===== config.mk =====
export PLATFORM = sky130hd
export DESIGN_NAME = clock_time_loader
export DESIGN_NICKNAME = d
export VERILOG_FILES = /design/src/rtl/clock_time_loader_pkg.sv /design/src/rtl/clock_time_loader_timeout.sv /design/src/rtl/clock_time_loader.sv
export SDC_FILE = /design/constraint.sdc
export NUM_CORES = 1
export LEC_CHECK = 0
export ABC_AREA = 1
export BUFFER_PORTS_ARGS = -buffer_cell sky130_fd_sc_hd__buf_2
export CORE_AREA = 2 2 49 51
export DETAILED_ROUTE_END_ITERATION = 8
export DIE_AREA = 0 0 51 53
export GPL_TIMING_DRIVEN = 0
export PLACE_DENSITY = 0.71
export SLEW_MARGIN = 20
export SYNTH_ARGS = -nofsm -noshare
export SYNTH_HDL_FRONTEND = slang
export SYNTH_HIERARCHICAL = 1
export SYNTH_SLANG_ARGS = --single-unit

===== constraint.sdc =====
create_clock -name clk -period 1.8 [get_ports clk]
set_input_delay 0.09 -clock clk [delete_from_list [all_inputs] [get_ports clk]]
set_output_delay 0.09 -clock clk [all_outputs]
set_load 0.01 [all_outputs]

===== src/rtl/clock_time_loader_pkg.sv =====
// -----------------------------------------------------------------------------
// clock_time_loader_pkg
// Shared types and constants for the digital-clock time loader:
//   - loadState_t : entry FSM states (RUN plus one WAIT state per MM:SS digit)
//   - *_MAX       : largest legal value for each entered digit
//   - POS_*       : cur_pos encodings reported to the display/UI
//   - digitLimit  : range limit of the digit expected in a given state
//   - posOf       : cur_pos value for a given state
// -----------------------------------------------------------------------------
package clock_time_loader_pkg;

    typedef enum logic [2:0] {
        RUN     = 3'd0,
        WAIT_MT = 3'd1,
        WAIT_MO = 3'd2,
        WAIT_ST = 3'd3,
        WAIT_SO = 3'd4
    } loadState_t;

    localparam logic [3:0] MT_MAX = 4'd5;
    localparam logic [3:0] MO_MAX = 4'd9;
    localparam logic [3:0] ST_MAX = 4'd5;
    localparam logic [3:0] SO_MAX = 4'd9;

    localparam logic [1:0] POS_MT  = 2'd3;
    localparam logic [1:0] POS_MO  = 2'd2;
    localparam logic [1:0] POS_ST  = 2'd1;
    localparam logic [1:0] POS_SO  = 2'd0;
    localparam logic [1:0] POS_RUN = 2'd0;

    function automatic logic [3:0] digitLimit(input loadState_t s);
        logic [3:0] lim;
        case (s)
            WAIT_MT: lim = MT_MAX;
            WAIT_MO: lim = MO_MAX;
            WAIT_ST: lim = ST_MAX;
            WAIT_SO: lim = SO_MAX;
            default: lim = 4'd0;
        endcase
        return lim;
    endfunction

    function automatic logic [1:0] posOf(input loadState_t s);
        logic [1:0] pos;
        case (s)
            WAIT_MT: pos = POS_MT;
            WAIT_MO: pos = POS_MO;
            WAIT_ST: pos = POS_ST;
            WAIT_SO: pos = POS_SO;
            default: pos = POS_RUN;
        endcase
        return pos;
    endfunction

endpackage


===== src/rtl/clock_time_loader_timeout.sv =====
// -----------------------------------------------------------------------------
// load_timeout
// Saturating count of one-second ticks seen while load mode is active.
// `expired` is combinational and flags the tick that would bring the count to
// TIMEOUT_SECS, so the owner can abort on the very edge that samples it.
// TIMEOUT_SECS = 0 disables expiry entirely.
//   clk, rst : clock, synchronous active-high reset
//   clear    : zero the count (has priority over counting)
//   enable   : counting allowed (load mode active)
//   tick     : one-second strobe
//   expired  : this tick reaches the limit
// -----------------------------------------------------------------------------
module load_timeout #(
    parameter int TIMEOUT_SECS = 10
) (
    input  logic clk,
    input  logic rst,
    input  logic clear,
    input  logic enable,
    input  logic tick,
    output logic expired
);

    localparam int CNT_W = (TIMEOUT_SECS > 0) ? $clog2(TIMEOUT_SECS + 1) : 1;
    localparam logic [CNT_W-1:0] SAT_VAL  = CNT_W'(TIMEOUT_SECS);
    localparam logic [CNT_W-1:0] LAST_VAL = (TIMEOUT_SECS > 0) ? CNT_W'(TIMEOUT_SECS - 1) : '0;
    localparam logic             TO_ON    = (TIMEOUT_SECS > 0);

    logic [CNT_W-1:0] secCount;

    always_ff @(posedge clk) begin
        if (rst || clear) begin
            secCount <= '0;
        end else if (enable && tick && (secCount != SAT_VAL)) begin
            secCount <= secCount + CNT_W'(1);
        end
    end

    assign expired = TO_ON && enable && tick && (secCount == LAST_VAL);

endmodule


===== src/rtl/clock_time_loader.sv =====
// -----------------------------------------------------------------------------
// clock_time_loader
// Turns user key events into digit-load strobes for the clock datapath.
// Entry order is MM:SS (10's min, 1's min, 10's sec, 1's sec); each digit is
// range checked, and an accepted digit produces a one-cycle ld* strobe with
// the value on ld_num. The clock is frozen (dicRun=0) while entry is active.
// Per-cycle event priority: rst > esc_strb > set_strb > timeout > digit_strb.
//   clk, rst        : clock, synchronous active-high reset
//   set_strb        : enter / restart load mode
//   esc_strb        : abort load mode (loaded digits are kept by the datapath)
//   digit_strb      : digit is valid this cycle
//   digit[3:0]      : key value
//   i_oneSecStrb    : one-second tick used for the keyless timeout
//   ldMtens..ldSones: one-cycle load strobes (at most one high)
//   ld_num[3:0]     : loaded digit while a ld* strobe is high, else 0
//   dicRun          : 1 = clock runs
//   load_busy       : 1 while entry is in progress
//   cur_pos[1:0]    : position of the expected digit (3=Mtens .. 0=Sones)
//   dig_err         : one-cycle pulse on a rejected digit
// -----------------------------------------------------------------------------
module clock_time_loader
    import clock_time_loader_pkg::*;
#(
    parameter int TIMEOUT_SECS = 10
) (
    input  logic       clk,
    input  logic       rst,
    input  logic       set_strb,
    input  logic       esc_strb,
    input  logic       digit_strb,
    input  logic [3:0] digit,
    input  logic       i_oneSecStrb,
    output logic       ldMtens,
    output logic       ldMones,
    output logic       ldStens,
    output logic       ldSones,
    output logic [3:0] ld_num,
    output logic       dicRun,
    output logic       load_busy,
    output logic [1:0] cur_pos,
    output logic       dig_err
);

    loadState_t state;
    loadState_t nextState;
    logic [3:0] ldSelNext;    // {Mtens, Mones, Stens, Sones}
    logic [3:0] numNext;
    logic       digErrNext;
    logic       inWait;
    logic       timeoutHit;
    logic       toClear;

    assign inWait = (state != RUN);

    // Counter restarts whenever load mode is (re)entered or any key arrives;
    // holding it clear in RUN keeps it from counting there.
    assign toClear = !inWait || set_strb || digit_strb;

    load_timeout #(
        .TIMEOUT_SECS(TIMEOUT_SECS)
    ) u_timeout (
        .clk    (clk),
        .rst    (rst),
        .clear  (toClear),
        .enable (inWait),
        .tick   (i_oneSecStrb),
        .expired(timeoutHit)
    );

    function automatic loadState_t advance(input loadState_t s);
        loadState_t n;
        case (s)
            WAIT_MT: n = WAIT_MO;
            WAIT_MO: n = WAIT_ST;
            WAIT_ST: n = WAIT_SO;
            default: n = RUN;
        endcase
        return n;
    endfunction

    function automatic logic [3:0] strobeFor(input loadState_t s);
        logic [3:0] sel;
        case (s)
            WAIT_MT: sel = 4'b1000;
            WAIT_MO: sel = 4'b0100;
            WAIT_ST: sel = 4'b0010;
            WAIT_SO: sel = 4'b0001;
            default: sel = 4'b0000;
        endcase
        return sel;
    endfunction

    always_comb begin
        nextState  = state;
        ldSelNext  = 4'b0000;
        numNext    = 4'd0;
        digErrNext = 1'b0;
        if (!inWait) begin
            // In RUN only set_strb matters; keys, esc and timeouts are dropped.
            if (set_strb) begin
                nextState = WAIT_MT;
            end
        end else if (esc_strb) begin
            nextState = RUN;
        end else if (set_strb) begin
            nextState = WAIT_MT;
        end else if (timeoutHit) begin
            nextState = RUN;
        end else if (digit_strb) begin
            if (digit <= digitLimit(state)) begin
                ldSelNext = strobeFor(state);
                numNext   = digit;
                nextState = advance(state);
            end else begin
                digErrNext = 1'b1;
            end
        end
    end

    // All outputs follow nextState, so the Sones strobe and dicRun rising
    // land in the same cycle.
    always_ff @(posedge clk) begin
        if (rst) begin
            state     <= RUN;
            dicRun    <= 1'b1;
            load_busy <= 1'b0;
            cur_pos   <= POS_RUN;
            ldMtens   <= 1'b0;
            ldMones   <= 1'b0;
            ldStens   <= 1'b0;
            ldSones   <= 1'b0;
            ld_num    <= 4'd0;
            dig_err   <= 1'b0;
        end else begin
            state     <= nextState;
            dicRun    <= (nextState == RUN);
            load_busy <= (nextState != RUN);
            cur_pos   <= posOf(nextState);
            ldMtens   <= ldSelNext[3];
            ldMones   <= ldSelNext[2];
            ldStens   <= ldSelNext[1];
            ldSones   <= ldSelNext[0];
            ld_num    <= numNext;
            dig_err   <= digErrNext;
        end
    end

endmodule


# After elaboration in Yosys (flattened, before gate mapping)
# Cells that the tools add are included.
# classes
add_sub_neg,1
mul,0
div_mod_pow,0
order_cmp,1
eq_ne,9
n_shift,0
mux,17
bitwise_logic,3
n_reduce_logical,14
# op_table
operator,count
two-way mux 3 bit,7
two-way mux 4 bit,5
one-hot mux 4 bit (4 select lines),1
== test 3 x 2 -> 1 bit (second input constant),4
one-hot mux 3 bit (3 select lines),1
one-hot mux 4 bit (2 select lines),1
OR reduction 7 bit,1
== test 3 x 1 -> 1 bit (second input constant),2
one-hot mux 2 bit (3 select lines),1
nonzero test 3 bit,2
OR reduction 6 bit,1
adder 4 x 1 -> 4 bit (second input constant),1
== test 4 bit (second input constant),1
<= comparator 4 bit,1
inequality test 4 bit (second input constant),1
OR reduction 2 bit,2
== test 3 bit (second input constant),1
logical AND 1 bit,3
zero test 3 bit,1
logical OR 1 bit,3
inverter 1 bit,3
zero test 1 bit,1
two-way mux 1 bit,1
# totals
reg_bits,20
latchBits,0
mem_bits_rw,0
rom_bits,0
out_inout_bits,13
memories,0

# Longest topological paths before layout
# Gate-level depths: netlist of run 1.
# depth
ltp_word,17
depth_mapped,16

# By module
# The synthesis of run 1 kept the hierarchy.
# by_module_without_submodules
module,n_inst,cells_each,area_each_um2,seq_area_each_um2
clock_time_loader,1,92,705.7,320.3
load_timeout,1,38,264.0,80.1

# Worst setup path before layout of run 1
# Ideal clock, no wire load.
# synth_timing
path_kind,reg-to-reg
start,reg state[2]
end,reg dicRun
t_arrival_ns,1.809
slack_ns,-0.117
path_stages_with_launch,15
n_path_buf,0
synth_period_minus_slack_ns,1.917
cell_sequence,dfxtp_1 inv_1 nand3_1 o21a_1 ha_1 a21oi_1 nand2_1 nand2_2 nand2_1 nand2_1 nand3_1 nand2_1 nand3_1 nand2_2 inv_2
# synth_via
elab_chain_len,16
elab_cells_between_ends,25
cone_classes,1 x order compare; 4 x eq/ne; 14 x mux; 6 x reduce/logical
# synth_rtl
item,line_no,text
start: declaration,clock_time_loader.sv:44,loadState_t state;
start signal: assignment,clock_time_loader.sv:135,state <= nextState;
"== test 3 x 2 -> 1 bit, or another cell as far along","clock_time_loader_pkg.sv:33, clock_time_loader.sv:72",
OR reduction 2 bit (no line),n/a,
one-hot mux 4 bit (2 select lines),clock_time_loader_pkg.sv:33,case (s)
two-way mux 4 bit,clock_time_loader.sv:109,end else if (digit_strb) begin
two-way mux 4 bit,clock_time_loader.sv:107,end else if (timeoutHit) begin
two-way mux 4 bit,clock_time_loader.sv:105,end else if (set_strb) begin
two-way mux 4 bit,clock_time_loader.sv:103,end else if (esc_strb) begin
two-way mux 4 bit,clock_time_loader.sv:98,if (!inWait) begin
<= comparator 4 bit,clock_time_loader.sv:110,if (digit <= digitLimit(state)) begin
two-way mux 3 bit,clock_time_loader.sv:110,
two-way mux 3 bit,clock_time_loader.sv:109,
two-way mux 3 bit,clock_time_loader.sv:107,
two-way mux 3 bit,clock_time_loader.sv:105,
two-way mux 3 bit,clock_time_loader.sv:103,
two-way mux 3 bit *,clock_time_loader.sv:98,
zero test 3 bit *,clock_time_loader.sv:136,dicRun <= (nextState == RUN);
end signal: assignment,clock_time_loader.sv:136,
end: declaration,clock_time_loader.sv:38,"output logic dicRun,"
# Mark *: on every way between the ends. The rest lies on a longest branch, timed or not. The select of a mux whose other input is x is not followed.
# A chain may end at the register's enable or synchronous reset.

# Worst setup path after layout of run 1
# layout_timing
start,reg state[1]
end,reg cur_pos[1]
# layout_via
elab_chain_len,17
elab_cells_between_ends,28
cone_classes,1 x order compare; 7 x eq/ne; 15 x mux; 5 x reduce/logical
# layout_rtl
item,line_no,text
"== test 3 x 2 -> 1 bit, or another cell as far along","clock_time_loader_pkg.sv:33, clock_time_loader.sv:72",
OR reduction 2 bit (no line),n/a,
one-hot mux 4 bit (2 select lines),clock_time_loader_pkg.sv:33,
two-way mux 4 bit,clock_time_loader.sv:109,
two-way mux 4 bit,clock_time_loader.sv:107,
two-way mux 4 bit,clock_time_loader.sv:105,
two-way mux 4 bit,clock_time_loader.sv:103,
two-way mux 4 bit,clock_time_loader.sv:98,
<= comparator 4 bit,clock_time_loader.sv:110,
two-way mux 3 bit,clock_time_loader.sv:110,
two-way mux 3 bit,clock_time_loader.sv:109,
two-way mux 3 bit,clock_time_loader.sv:107,
two-way mux 3 bit,clock_time_loader.sv:105,
two-way mux 3 bit,clock_time_loader.sv:103,
two-way mux 3 bit *,clock_time_loader.sv:98,
== test 3 x 2 -> 1 bit / == test 3 x 1 -> 1 bit (equally long branches),clock_time_loader_pkg.sv:45,case (s)
one-hot mux 2 bit (3 select lines) *,clock_time_loader_pkg.sv:45,
end signal: assignment,clock_time_loader.sv:138,cur_pos <= posOf(nextState);
end: declaration,clock_time_loader.sv:40,"output logic [1:0] cur_pos,"
# Marked as above.

==> results of run 1 <==
[state kept, by name, summed over array words and instances (netlist names)]
name and flops:
state 3, ldMones 1, load_busy 1, dig_err 1, dicRun 1, ldSones 1
cur_pos 2, ld_num 4, ldStens 1, u_timeout/secCount 4, ldMtens 1
[critical path: cells and delay by family (launching register included)]
family	cells	cell delay [ns]
AND/OR/NAND/NOR	12	0.99
flip-flops	1	0.38
adder cells (fa/ha/maj)	1	0.25
AO/OA/AOI/OAI	1	0.23
buffers and inverters	2	0.11
[placed cells by master (no fill, tap or decap), drive strengths merged]
cell type,count
a21oi,2
or2,1
nand2,28
a21boi,1
nand3b,1
nor3,3
nand3,13
ha,6
o21ai,1
nor2,22
dfxtp,20
bufinv,1
nand4,5
buf,31
clkbuf,3
inv,24
o21a,1
xor2,1
dlygate4sd3,1
and3,1
[repair_timing]
action | in CTS | in global routing
hold buffers | 1 | 0
pin swaps | 5 | 20
setup endpoints to repair | 13 | 15
buffers inserted | 5 | 4
resized for setup | 7 | 26
endpoints found under the hold margin | 1 | 0
[final cells by class]
cell class | count | area, µm² | share of cell area
inverter | 24 | 97.6 | 0.0709
multi-input combinational | 86 | 586 | 0.425
clock buffer | 3 | 22.5 | 0.0164
timing repair buffer | 32 | 195 | 0.142
clock inverter | 1 | 30.0 | 0.0218
sequential | 20 | 410 | 0.298
tap | 28 | 35.0 | 0.0255
[how the worst max path moves through the flow]
stage / start / end / slack [ns] / cells past startpoint
2_1_floorplan: state[0] / cur_pos[1] / 0.006 / 14
3_3_place_gp: state[2] / dicRun / -0.13 / 14
3_5_place_dp: state[2] / cur_pos[1] / -0.20 / 14
4_1_cts: state[0] / dicRun / -0.13 / 16
5_1_grt: state[0] / cur_pos[1] / -0.35 / 16
6_report: state[1] / cur_pos[1] / -0.27 / 16
[layer usage]
layer / up-vias / global-route usage / part of all wire
li1: 479 / - / -
met4: 0 / 0.0541 / 0.014
met1: 456 / 0.172 / 0.40
met2: 41 / 0.320 / 0.53
met5: - / 0 / 0
met3: 6 / 0.0593 / 0.062
[where the power goes]
group          switching [µW]  internal [µW]  leakage (µW)  total, µW
Combinational            96.0           62.2      0.000481        158
Clock                     143            225     0.0000279        368
Sequential               3.81            450      0.000165        454
[metrics by stage]
step | worst slack (ns) | util | instances | instance area, µm² | hold slack, ns
2_1_floorplan | 0.00605 | - | 130 | 985 | 0.167
3_3_place_gp | -0.127 | 0.526 | 180 | 1130 | 0.308
3_5_place_dp | -0.204 | 0.526 | 180 | 1130 | 0.311
4_1_cts | -0.128 | 0.582 | 190 | 1250 | 0.00504
5_1_grt | -0.352 | 0.641 | 194 | 1380 | 0.00929
6_report | -0.267 | 0.641 | 194 | 1380 | 0.00449
[cell families (layout without fill, tap and decap cells)]
group | count (synthesis) | in the layout | share of synthesized area
simple gates | 74 | 74 | 0.373
buf+inv | 24 | 60 | 0.0929
flops | 20 | 20 | 0.413
fa+ha+maj | 6 | 6 | 0.0774
compound gates | 5 | 5 | 0.0348
xor+xnor | 1 | 1 | 0.00903
==> metrics, run 1 <==
outcome finished with violations; failing checks negative setup slack; number of port buffers 22; starting DRC count in detailed routing 35; setup TNS -2.13 ns; Tot Pwr 980 µW; critical path arrival 2.28 ns; Hold Path Depth 3; Clock Tree Buf Depth 2; largest net degree at the start of global routing 13; part of the cycle the worst path needs 1.15; Worst slew margin 0.812; 1st-pass router iterations 4; Synth area leaders dfxtp_1 41%, nand2_1 9.3%, ha_1 7.7%; RSZ-0062 raised after global routing true; maximum vdd drop 0.646 mV; vias per std cell about 5.1; CP max stage cell dfxtp_4; Initial Util 0.451; number of core rows 17; CP peak stage delay 0.38 ns; Final Hold Fails 0; Clk Latency, worst-skew pair 0.31 ns; die outline area 0.00270 mm²; r2r endpoint cur_pos[1]; DR DRC count 0; num ports 23; Routed wire per std cell between 10 and 15 µm; most common library cells after synthesis 24 x nand2_1, 20 x dfxtp_1, 20 x nor2_1, 17 x inv_1, 12 x nand3_1; fraction of final layout cells sized beyond drive strength 1 0.476; Inserted Clock Buffers 3; chip width 51 µm; Clk pin slew, worst setup/hold paths 0.12 ns; synthesis-to-finish area growth 41.9%; Fillers 172; most used flip-flop cell after synthesis dfxtp_1; top cell type's share of synthesized area 0.413; Netlist cell types 23; Diodes inserted 0; Max Slew Vio Count 0; CP Class flop to flop; CP Cell Sequence inv_4 -> nand2_4 -> o21a_1 -> ha_4 -> nand2_2 -> inv_2 -> nand2_1 -> nand2_1 -> nand2_2 -> nand2_2 -> nand2_2 -> nand2_1 -> nor2_2 -> nand3_2 -> nand2_1 -> nor2_1; Critical Path Sink Type flop; Reg-to-Reg Start state[1]; Vias 982; CTS tree done; die height between 50 and 60 µm; Async SR Flop Fraction 0; Critical Path Fanout Max 4; hold endpoint ld_num[1]; ANT nets after route 0; crit start category flop; Net Count, Synth 146; global-route wire length before repair 3480 µm; # H-tree levels 1; Total Wirelength 2530 µm; Total Routing Usage GR 0.169; Seq cells post-synth 20; Worst Hold Class primary input to flop; standby leakage power between 0.0006 and 0.0007 µW; nets@finish about 180; Post-Syn Area per Cell 7.46 µm²; minimum clock period a little over 2 ns; floorplan core area 0.00215 mm²; setup ws final -0.267 ns; GPL Wtd Cong 0.789; Peak Freq 0.484 GHz; Synth area leader dfxtp_1; clock sinks 20; Reg2Reg Depth 16; final setup fails 14; Max-cap violations 0; critical hold path startpoint digit[1]; Cell Area, Synth 970 µm²; Worst Tran Pin Value around 0.28 ns; required time worst endpoint 2.01 ns; root buffer cell clkbuf_4; number of synthesized flops with an enable pin 0; vias in the first global route 879; Seq/Total Area, Yosys 0.413; warnings from Yosys 6; Synth Instances 130; final clock skew about 0.0035 ns; cell with the most instances after synthesis nand2_1; Reg2Reg Setup Slack -0.27 ns; initial antenna violation count 0; Final HPWL DP 1480 µm; PwrDens between 700 and 800 mW/mm²; Remaining Overflow, GRT 0
No activity file was read; power rests on OpenSTA's default activity.
==> run 2: changes to the inputs <==
- CORE_AREA: 2 2 49 51 -> 4 4 47 49
- PLACE_DENSITY: 0.71 -> 0.8
- clock period: 1.8 -> 2.7 ns (I/O delays scaled with it)
==> metrics, run 2 (synthesized netlist as in run 1, its figures left out) <==
hold endpoint cur_pos[0] (was ld_num[1]); die height 53 µm (unchanged); Final Hold Fails 0 (unchanged); Reg2Reg Setup Slack 0.43 ns (was -0.27 ns); number of port buffers 22 (unchanged); Peak Freq 0.441 GHz (was 0.484 GHz); Critical Path Sink Type flop (unchanged); maximum vdd drop 0.328 mV (was 0.646 mV); ANT nets after route 0 (unchanged); Post-Place Cells 179 (was 180); crit start category flop (unchanged); num ports 23 (unchanged); non-filler cells, final 183 (was 194); Resized cells post-CTS 0 (was 7); Hold Path Depth 2 (was 3); setup TNS 0 ns (was -2.13 ns); Clock Tree Buf Depth 2 (unchanged); Critical Path Fanout Max 7 (was 4); DR DRC count 0 (unchanged); Pint 477 µW (was 737 µW); # H-tree levels 1 (unchanged); final setup fails 0 (was 14); vias in the first global route 882 (was 879); CP peak stage delay 0.35 ns (was 0.38 ns); Clk Latency, worst-skew pair 0.31 ns (about the same); nets@finish 173 (was 183); cts hold-fix bufs 0 (was 1); Routed wire per std cell 10.5 µm (was 13.0 µm); fraction of final layout cells sized beyond drive strength 1 0.282 (was 0.476); met1 global-route usage 0.162 (was 0.172); initial antenna violation count 0 (unchanged); synthesis-to-finish area growth 20.3% (was 41.9%); Max-cap violations 0 (unchanged); Setup Buffers After CTS 0 (was 5); CTS tree done (unchanged); Max Slew Vio Count 0 (unchanged); number of core rows 16 (was 17); root buffer cell clkbuf_4 (unchanged); CP Cell Sequence inv_1 -> nand3_1 -> o21a_1 -> ha_1 -> nand2_1 -> inv_2 -> nand2_1 -> nand2_1 -> nand2_2 -> nand2_1 -> nand2_1 -> nand3_1 -> nand2_1 -> nand3_1 -> nand2_2 -> inv_2 (was inv_4 -> nand2_4 -> o21a_1 -> ha_4 -> nand2_2 -> inv_2 -> nand2_1 -> nand2_1 -> nand2_2 -> nand2_2 -> nand2_2 -> nand2_1 -> nor2_2 -> nand3_2 -> nand2_1 -> nor2_1); switching share of power 0.230 (was 0.248); floorplan core area 0.00186 mm² (was 0.00215 mm²); Diodes inserted 0 (unchanged); required time worst endpoint 2.92 ns (was 2.01 ns); Final HPWL DP 1530 µm (was 1480 µm); Comb pwr share 0.114 (was 0.161); critical hold path startpoint rst (was digit[1]); RSZ-0062 raised after global routing false (was true); largest net degree at the start of global routing 13 (unchanged); clock sinks 20 (unchanged); GR peak layer met2 (unchanged); Worst slew margin 0.795 (was 0.812); most frequent cells in the layout 24 x nand2_1, 22 x buf_2, 20 x nor2_1, 20 x dfxtp_1, 17 x inv_1 (was 22 x buf_2, 19 x nand2_1, 16 x dfxtp_1); 1st-pass router iterations 4 (unchanged); Fillers 174 (was 172); Total Wirelength 1910 µm (was 2530 µm); Reg power frac 0.492 (was 0.463); CP Class flop to flop (unchanged); die outline area 0.00270 mm² (unchanged); Total Routing Usage GR 0.164 (was 0.169); clock power share 0.394 (was 0.376); outcome completed (was finished with violations); Worst Tran Pin Value 0.306 ns (was 0.282 ns); register area 400 µm² (was 410 µm²); Initial Util 0.521 (was 0.451); Worst Hold Class primary input to flop (unchanged); met3 Resource Use GR 0.0394 (was 0.0593); most common cell after layout, fill and taps aside nand2_1 (was buf_2); Psw 142 µW (was 243 µW); GPL Wtd Cong 0.840 (was 0.789); multi-input logic area 479 µm² (was 586 µm²); part of the cycle the worst path needs 0.839 (was 1.15); Clk pin slew, worst setup/hold paths 0.11 ns (was 0.12 ns); r2r endpoint dicRun (was cur_pos[1]); met2 Usage GRT 0.315 (was 0.320); CP most frequent cell nand2_1; standby leakage power 0.000613 µW (was 0.000673 µW); Reg2Reg Depth 16 (unchanged); vias per std cell 4.90 (was 5.06); Remaining Overflow, GRT 0 (unchanged); Vias 896 (was 982); Largest regs ld_num x4, u_timeout/secCount x4, state x3 (unchanged); critical path arrival 2.49 ns (was 2.28 ns); Reg-to-Reg Start state[2] (was state[1]); final clock skew 0.00402 ns (was 0.00347 ns); chip width 51 µm (unchanged); PwrDens 531 mW/mm² (was 712 mW/mm²); Inserted Clock Buffers 3 (unchanged); minimum clock period 2.27 ns (was 2.07 ns); global-route wire length before repair 3360 µm (was 3480 µm); CP max stage cell dfxtp_1 (was dfxtp_4); starting DRC count in detailed routing 26 (was 35)
[run 2: cell types whose count changed in the layout (fill, tap and decap cells not counted), sizes merged]
cell         before  now
buf              31   22
dlygate4sd3       1    0
[run 2: worst max path at each step]
stage	startpoint	end	slack, ns
detailed placement	state[2]	dicRun	0.51
finish	state[2]	dicRun	0.43
global placement	state[2]	dicRun	0.59
CTS	state[2]	dicRun	0.49
floorplan	state[2]	dicRun	0.78
global route	state[2]	dicRun	0.24
[run 2: layout make-up]
type | instances | area share
clock inverter | 1 | 0.0258
sequential | 20 | 0.343
inverter | 24 | 0.0773
multi-input combinational | 86 | 0.411
tap | 27 | 0.0290
timing repair buffer | 22 | 0.0944
clock buffer | 3 | 0.0193
[run 2: power by group through the flow]
stage | Combinational (µW) | Clock [µW] | Sequential [µW]
floorplan | 43.3 | 0 | 314
global placement | 66.2 | 0 | 311
detailed placement | 69.5 | 0 | 311
CTS | 70.4 | 247 | 304
global route | 80.2 | 258 | 305
finish | 70.8 | 244 | 304
[run 2: metal layers]
layer / share of wire / vias up
li1: - / 459
met1: 0.42 / 396
met2: 0.51 / 34
met3: 0.053 / 7
met4: 0.020 / 0
met5: 0 / -
[run 2: through the flow]
stage	cell area, µm²	util	power [µW]	hold WS (ns)	setup WS, ns
after floorplan	970	-	357	0.212	0.783
after global placement	1110	0.598	377	0.353	0.591
after detailed placement	1110	0.598	380	0.361	0.509
after CTS	1170	0.626	622	0.0246	0.490
after global routing	1170	0.626	643	0.0348	0.239
final	1170	0.626	619	0.0307	0.434
[run 2: critical path, delay by kind of cell (launching register included)]
kind / cells / cell delay (ns)
adder cells (fa/ha/maj): 1 / 0.30
flip-flops: 1 / 0.35
buffers and inverters: 3 / 0.24
AND/OR/NAND/NOR: 11 / 1.13
AO/OA/AOI/OAI: 1 / 0.17
